$ cat config.mk
export PLATFORM = sky130hd
export DESIGN_NAME = consec_run_detect_flat
export DESIGN_NICKNAME = d
export VERILOG_FILES = /design/src/rtl/consec_run_detect_if.sv /design/src/rtl/consec_run_detect.sv /design/src/flat_wrapper.sv
export SDC_FILE = /design/constraint.sdc
export NUM_CORES = 1
export LEC_CHECK = 0
export ABC_AREA = 1
export ABC_CLOCK_PERIOD_IN_PS = 2400
export BUFFER_PORTS_ARGS = -buffer_cell sky130_fd_sc_hd__buf_4
export CAP_MARGIN = 20
export CORE_MARGIN = 2
export CORE_UTILIZATION = 40
export CTS_CLUSTER_DIAMETER = 40
export CTS_CLUSTER_SIZE = 24
export DETAILED_ROUTE_END_ITERATION = 7
export GPL_ROUTABILITY_DRIVEN = 0
export PLACE_DENSITY = 0.61
export SYNTH_ARGS = -nofsm -noshare
export SYNTH_HDL_FRONTEND = slang
export SYNTH_SLANG_ARGS = --single-unit
$ cat constraint.sdc
create_clock -name clk -period 2.4 [get_ports clk]
set_input_delay 0.48 -clock clk [delete_from_list [all_inputs] [get_ports clk]]
set_output_delay 0.48 -clock clk [all_outputs]
set_load 0.02 [all_outputs]
$ cat src/rtl/consec_run_detect_if.sv
// consec_run_detect_if: bundles the sample stream, its configuration and the run
// status outputs of consec_run_detect.
//   master modport: drives clr, in_valid, in, thresh, mode; observes the status.
//   slave modport : the detector; consumes the stream, drives hit, hit_pulse,
//                   run_bit, run_cnt, max_len.
// Parameter CNT_W sets the width of thresh, run_cnt and max_len.
interface consec_run_detect_if #(
    parameter int unsigned CNT_W = 4
) ();
    logic             clr;
    logic             in_valid;
    logic             in;
    logic [CNT_W-1:0] thresh;
    logic [1:0]       mode;
    logic             hit;
    logic             hit_pulse;
    logic             run_bit;
    logic [CNT_W-1:0] run_cnt;
    logic [CNT_W-1:0] max_len;

    modport master (
        output clr, in_valid, in, thresh, mode,
        input  hit, hit_pulse, run_bit, run_cnt, max_len
    );

    modport slave (
        input  clr, in_valid, in, thresh, mode,
        output hit, hit_pulse, run_bit, run_cnt, max_len
    );
endinterface

$ cat src/rtl/consec_run_detect.sv
// consec_run_detect: tracks the length of the current run of identical serial
// bits and flags when it reaches a runtime-programmable threshold.
// Ports:
//   clk    - clock, rising edge
//   rst_n  - asynchronous active-low reset
//   bus    - consec_run_detect_if.slave:
//              clr       synchronous clear (priority over in_valid)
//              in_valid  qualifies in
//              in        serial data bit
//              thresh    run length for detection, 0 disables detection
//              mode      00 ones/zeros, 01 ones, 10 zeros, 11 detection off
//              hit       current run meets threshold and polarity
//              hit_pulse one-cycle pulse when the run first reaches thresh
//              run_bit   value of the current run
//              run_cnt   saturating length of the current run
//              max_len   longest run since reset/clr
// Build option: define CONSEC_RUN_MAXLEN_EN to enable max_len tracking;
// otherwise max_len is tied to 0.
module consec_run_detect #(
    parameter int unsigned CNT_W = 4
) (
    input logic                  clk,
    input logic                  rst_n,
    consec_run_detect_if.slave   bus
);
    localparam logic [CNT_W-1:0] CntMax = {CNT_W{1'b1}};
    localparam logic [CNT_W-1:0] CntOne = {{(CNT_W-1){1'b0}}, 1'b1};

    typedef enum logic {StIdle, StRun} state_e;

    state_e           state_q;
    logic             run_bit_q;
    logic [CNT_W-1:0] run_cnt_q;
    logic             hit_q;
    logic             hit_pulse_q;

    logic             accept;
    logic             restart;
    logic             next_bit;
    logic [CNT_W-1:0] next_cnt;
    logic             pol_match;
    logic             thr_on;
    logic             hit_d;
    logic             hit_pulse_d;

    assign accept = bus.in_valid && !bus.clr;

    // Next run state and detection flags, evaluated as if the sample is accepted.
    always_comb begin
        restart  = 1'b1;
        next_bit = bus.in;
        next_cnt = CntOne;
        if (state_q == StRun && bus.in == run_bit_q) begin
            restart  = 1'b0;
            next_bit = run_bit_q;
            next_cnt = (run_cnt_q == CntMax) ? run_cnt_q : run_cnt_q + CntOne;
        end

        unique case (bus.mode)
            2'b00:   pol_match = 1'b1;
            2'b01:   pol_match = next_bit;
            2'b10:   pol_match = !next_bit;
            default: pol_match = 1'b0;
        endcase

        thr_on      = (bus.thresh != '0);
        hit_d       = thr_on && pol_match && (next_cnt >= bus.thresh);
        // A saturated run sitting at thresh must not re-fire.
        hit_pulse_d = thr_on && pol_match && (next_cnt == bus.thresh) &&
                      (restart || run_cnt_q != bus.thresh);
    end

    always_ff @(posedge clk or negedge rst_n) begin
        if (!rst_n) begin
            state_q     <= StIdle;
            run_bit_q   <= 1'b0;
            run_cnt_q   <= '0;
            hit_q       <= 1'b0;
            hit_pulse_q <= 1'b0;
        end else if (bus.clr) begin
            state_q     <= StIdle;
            run_bit_q   <= 1'b0;
            run_cnt_q   <= '0;
            hit_q       <= 1'b0;
            hit_pulse_q <= 1'b0;
        end else begin
            hit_pulse_q <= 1'b0;
            if (accept) begin
                state_q     <= StRun;
                run_bit_q   <= next_bit;
                run_cnt_q   <= next_cnt;
                hit_q       <= hit_d;
                hit_pulse_q <= hit_pulse_d;
            end
        end
    end

    assign bus.hit       = hit_q;
    assign bus.hit_pulse = hit_pulse_q;
    assign bus.run_bit   = run_bit_q;
    assign bus.run_cnt   = run_cnt_q;

`ifdef CONSEC_RUN_MAXLEN_EN
    logic [CNT_W-1:0] max_len_q;

    always_ff @(posedge clk or negedge rst_n) begin
        if (!rst_n) begin
            max_len_q <= '0;
        end else if (bus.clr) begin
            max_len_q <= '0;
        end else if (accept && next_cnt > max_len_q) begin
            max_len_q <= next_cnt;
        end
    end

    assign bus.max_len = max_len_q;
`else
    assign bus.max_len = '0;
`endif

endmodule

$ cat src/flat_wrapper.sv
// flat-port wrapper written by rule: the top's interface ports become plain ports
module consec_run_detect_flat 
#(
    parameter int unsigned CNT_W = 4
)
  (clk, rst_n, bus_clr, bus_in_valid, bus_in, bus_thresh, bus_mode, bus_hit, bus_hit_pulse, bus_run_bit, bus_run_cnt, bus_max_len);
  consec_run_detect_if #(.CNT_W(CNT_W)) bus_i ();
  input logic clk;
  input logic rst_n;
  input wire logic [$bits(bus_i.clr)-1:0] bus_clr;
  input wire logic [$bits(bus_i.in_valid)-1:0] bus_in_valid;
  input wire logic [$bits(bus_i.in)-1:0] bus_in;
  input wire logic [$bits(bus_i.thresh)-1:0] bus_thresh;
  input wire logic [$bits(bus_i.mode)-1:0] bus_mode;
  output wire logic [$bits(bus_i.hit)-1:0] bus_hit;
  output wire logic [$bits(bus_i.hit_pulse)-1:0] bus_hit_pulse;
  output wire logic [$bits(bus_i.run_bit)-1:0] bus_run_bit;
  output wire logic [$bits(bus_i.run_cnt)-1:0] bus_run_cnt;
  output wire logic [$bits(bus_i.max_len)-1:0] bus_max_len;
  assign bus_i.clr = bus_clr;
  assign bus_i.in_valid = bus_in_valid;
  assign bus_i.in = bus_in;
  assign bus_i.thresh = bus_thresh;
  assign bus_i.mode = bus_mode;
  assign bus_hit = bus_i.hit;
  assign bus_hit_pulse = bus_i.hit_pulse;
  assign bus_run_bit = bus_i.run_bit;
  assign bus_run_cnt = bus_i.run_cnt;
  assign bus_max_len = bus_i.max_len;
  consec_run_detect #(.CNT_W(CNT_W)) u_core (.clk(clk), .rst_n(rst_n), .bus(bus_i));
endmodule
==> results list <==
- STA classifies the critical path endpoint as a flip-flop.
- The synthesized design contains 8 register bits.
- STA classifies the critical path startpoint as a flip-flop.
- Top achievable clock speed: 0.4930 GHz
* Worst Path Required: between 2000 and 3000 ps
* RSZ-0062 raised after global routing: false
- Clk sink count: 8
- Number of distinct standard cells referenced by the synthesized netlist: 19
- Synthesized instance count: around 110
* Final count of negative-setup-slack endpoints: 0
- Across the run, the number of max-cap violations was 0.
- After the first detailed-routing iteration, the DRC count stood at 5.
- In this run the count of I/O pins placed on the die edge is 22.
- The repair_antennas step left the layout with diodes totalling 0.
* Type of the worst min-delay path: input pin to async pin
* Most used cells in the layout excluding fill and tap cells: 41 x nand2_1, 18 x inv_1, 17 x buf_4, 11 x nor2_1, 8 x dfrtp_1
* Drc violations: 0
- IR drop worst, VDD: 0.0003464 V
- DRT antenna net count: 0
- Summing all multi-input logic gate instances after layout gives 400.4 um2.
- Critical path arrival: around 2200 ps
* Clock-pin transition on the worst setup and hold timing paths: 50 ps
- The final critical path takes up 84.51% of the cycle.
- Summed over all cells, the static leakage comes to 0.4955 nW.
- Depth of the CTS H-tree: 1
- Total track usage: 17.49%
* Setup CP Type: flip-flop to flip-flop
- Each instance of the synthesized netlist takes up on average 6.267 um2.
- The share of the Yosys chip area taken by registers is 28.78%.
- Synthesized cell area: 695.7 um2
* Met2 Wirelength: 645 um
- Number of pins exceeding their max-slew limit in the final report: 0
- Setup fix buffers added after clock tree synthesis: 0
- The number of global-route vias before repair came to 636.
* Warning count from the yosys run: 0
* Critical path peak fanout: 8
- Uppermost metal layer occupied by signal nets: met3
* Source-to-sink clock delay at the later pin of the worst-skew pair: 250 ps
- The die is 45.71 um tall.
- The die covers 2089 um2.
- The number of antenna violations at the first check in global routing came to 0.
- For the final database, setup skew stands at 0.2043 ps.
- Placed wire-length estimate: approximately 1.2 mm
* Number of buffers inserted for hold repair after clock tree synthesis: 0
- Fraction of final layout cells sized beyond drive strength 1: 19.38%
- Via count of the routed design: roughly 680
- # nets final: 147
* Final cell utilization of the core: 49.93%
- Met3 WL post-DR: 74 um
- Number of standard-cell rows in the floorplan: 15
* First-pass GRT wire length: 2.663 mm
* CTS resizes: 0
- Core Footprint: between 1500 and 2000 um2
- FILL cells: 190
* Routed length per placed instance: 9.795 um
- TritonCTS clock tree: done
- Shortest period the worst path allows: 2028 ps
- TritonCTS created 3 clock buffers.
* Power Dens Cells: 380.4 nW/um2
- Outcome: finished, final reports clean
- The sequential cells in the finished layout cover a total of 200.2 um2.
* Pin count of the biggest net entering global routing: 11
- For this block, the routed nets add up to 1.430 mm of wire.
* Final Hold Fails: 0
* Count of input and output buffers: 17
- Commonest non-fill, non-tap cell in the layout: nand2_1
* Met1 Routed Length: around 710 um
* Layout overhead on the synthesized area: 21.22%
- After routing, the total negative slack on setup checks comes to 0 ps.
- The first detailed-routing pass took 4 iterations.
- The initial utilization of the core area, before any placement, comes to 41.19%.
- Summed over all layers, the global routing overflow is 0.
* Width of the die: 45.71 um
- Clock tree synthesis selected as its root buffer the cell clkbuf_4.
- No sink is reached through more buffers than the 2 on the longest clock path.
- Via density: 4.644
-- worst paths after layout --
path | start | to | slack, ps | cells past startpoint
max | u_core.bus.run_cnt[0]$_DFFE_PN0P_ | u_core.bus.hit_pulse$_DFF_PN0_ | 370 | 12
min | rst_n | u_core.bus.run_cnt[3]$_DFFE_PN0P_ | 30 | 1
max reg2reg | u_core.bus.run_cnt[0]$_DFFE_PN0P_ | u_core.bus.hit_pulse$_DFF_PN0_ | 370 | 12
min reg2reg | u_core.bus.hit$_DFFE_PN0P_ | u_core.bus.hit$_DFFE_PN0P_ | 500 | 2
max in group asynchronous | rst_n | u_core.bus.hit$_DFFE_PN0P_ | 2240 | 1
min in group clk | bus_clr | u_core.state_q$_DFFE_PN0P_ | 410 | 2
-- cell type report --
cell class,instances,share of cell area [%]
Clock buffer,3,2.671
Sequential cell,8,23.74
Multi-Input combinational cell,82,47.48
Inverter,19,8.457
Tap cell,17,2.522
Timing Repair Buffer,17,15.13
-- cells by family after synthesis --
group	Yosys count	share of synthesized area [%]
buffers and inverters	24	15.29
flip-flops	8	28.78
AND/OR/NAND/NOR	64	39.75
adder cells (fa/ha/maj)	5	8.993
AO/OA/AOI/OAI	9	6.654
other	1	0.5391
-- cells in the mapped netlist --
| master | instances | area (um2) |
|---|---|---|
| and2_1 | 1 | 6.260 |
| buf_2 | 1 | 5.000 |
| nand4_1 | 2 | 12.51 |
| inv_1 | 18 | 67.56 |
| conb_1 | 1 | 3.750 |
| buf_4 | 4 | 30.03 |
| ha_1 | 5 | 62.56 |
| inv_2 | 1 | 3.750 |
| nor2_2 | 1 | 6.260 |
| nor2_4 | 1 | 11.26 |
| nand3_2 | 2 | 20.02 |
| a21oi_1 | 3 | 15.01 |
| nor2_1 | 11 | 41.29 |
| nand2_1 | 41 | 153.9 |
| o21ai_0 | 2 | 10.01 |
| nand3_1 | 5 | 25.02 |
| a31oi_1 | 1 | 6.260 |
| o21ai_1 | 3 | 15.01 |
| dfrtp_1 | 8 | 200.2 |
-- worst max-delay path, cell delays in order, from the launching register on --
cell and delay, ps:
dfrtp_1 480, ha_1 270, nand3_2 130, nand2_1 90, o21ai_1 70, inv_1 60, nor2_1 30, ha_1 290
nand2_1 60, nor2_1 120, and2_1 140, nand2_1 50, a21oi_1 150
-- layer usage --
| metal | track usage (%) | vias to the layer above |
|---|---|---|
| met4 | 3.429 | 0 |
| li1 | - | 369 |
| met3 | 5.952 | 0 |
| met1 | 23.06 | 292 |
| met5 | 0 | - |
| met2 | 27.89 | 17 |
-- sequential cells by signal, summed over array words and instances (netlist names) --
register,count
u_core.state_q,1
u_core.bus.hit,1
u_core.bus.hit_pulse,1
u_core.bus.run_bit,1
u_core.bus.run_cnt,4
-- per-stage QoR --
step	area, um2	hold WS (ps)	power, mW	worst slack [ps]	std cells
6_report	843.3	33.75	0.3208	371.6	146
4_1_cts	843.3	27.35	0.3261	358.1	146
3_5_place_dp	820.8	303.2	0.2206	370.2	143
5_1_grt	843.3	23.85	0.3460	196.4	146
2_1_floorplan	706.9	184.4	0.1944	522.1	114
3_3_place_gp	820.8	304.9	0.2210	437.7	143
-- power by group --
| group | internal [mW] | switching [mW] |
|---|---|---|
| Clock | 0.0572 | 0.0456 |
| Combinational | 0.0292 | 0.0439 |
| Sequential | 0.139 | 0.00562 |
Power figures use the tool's default switching activity.
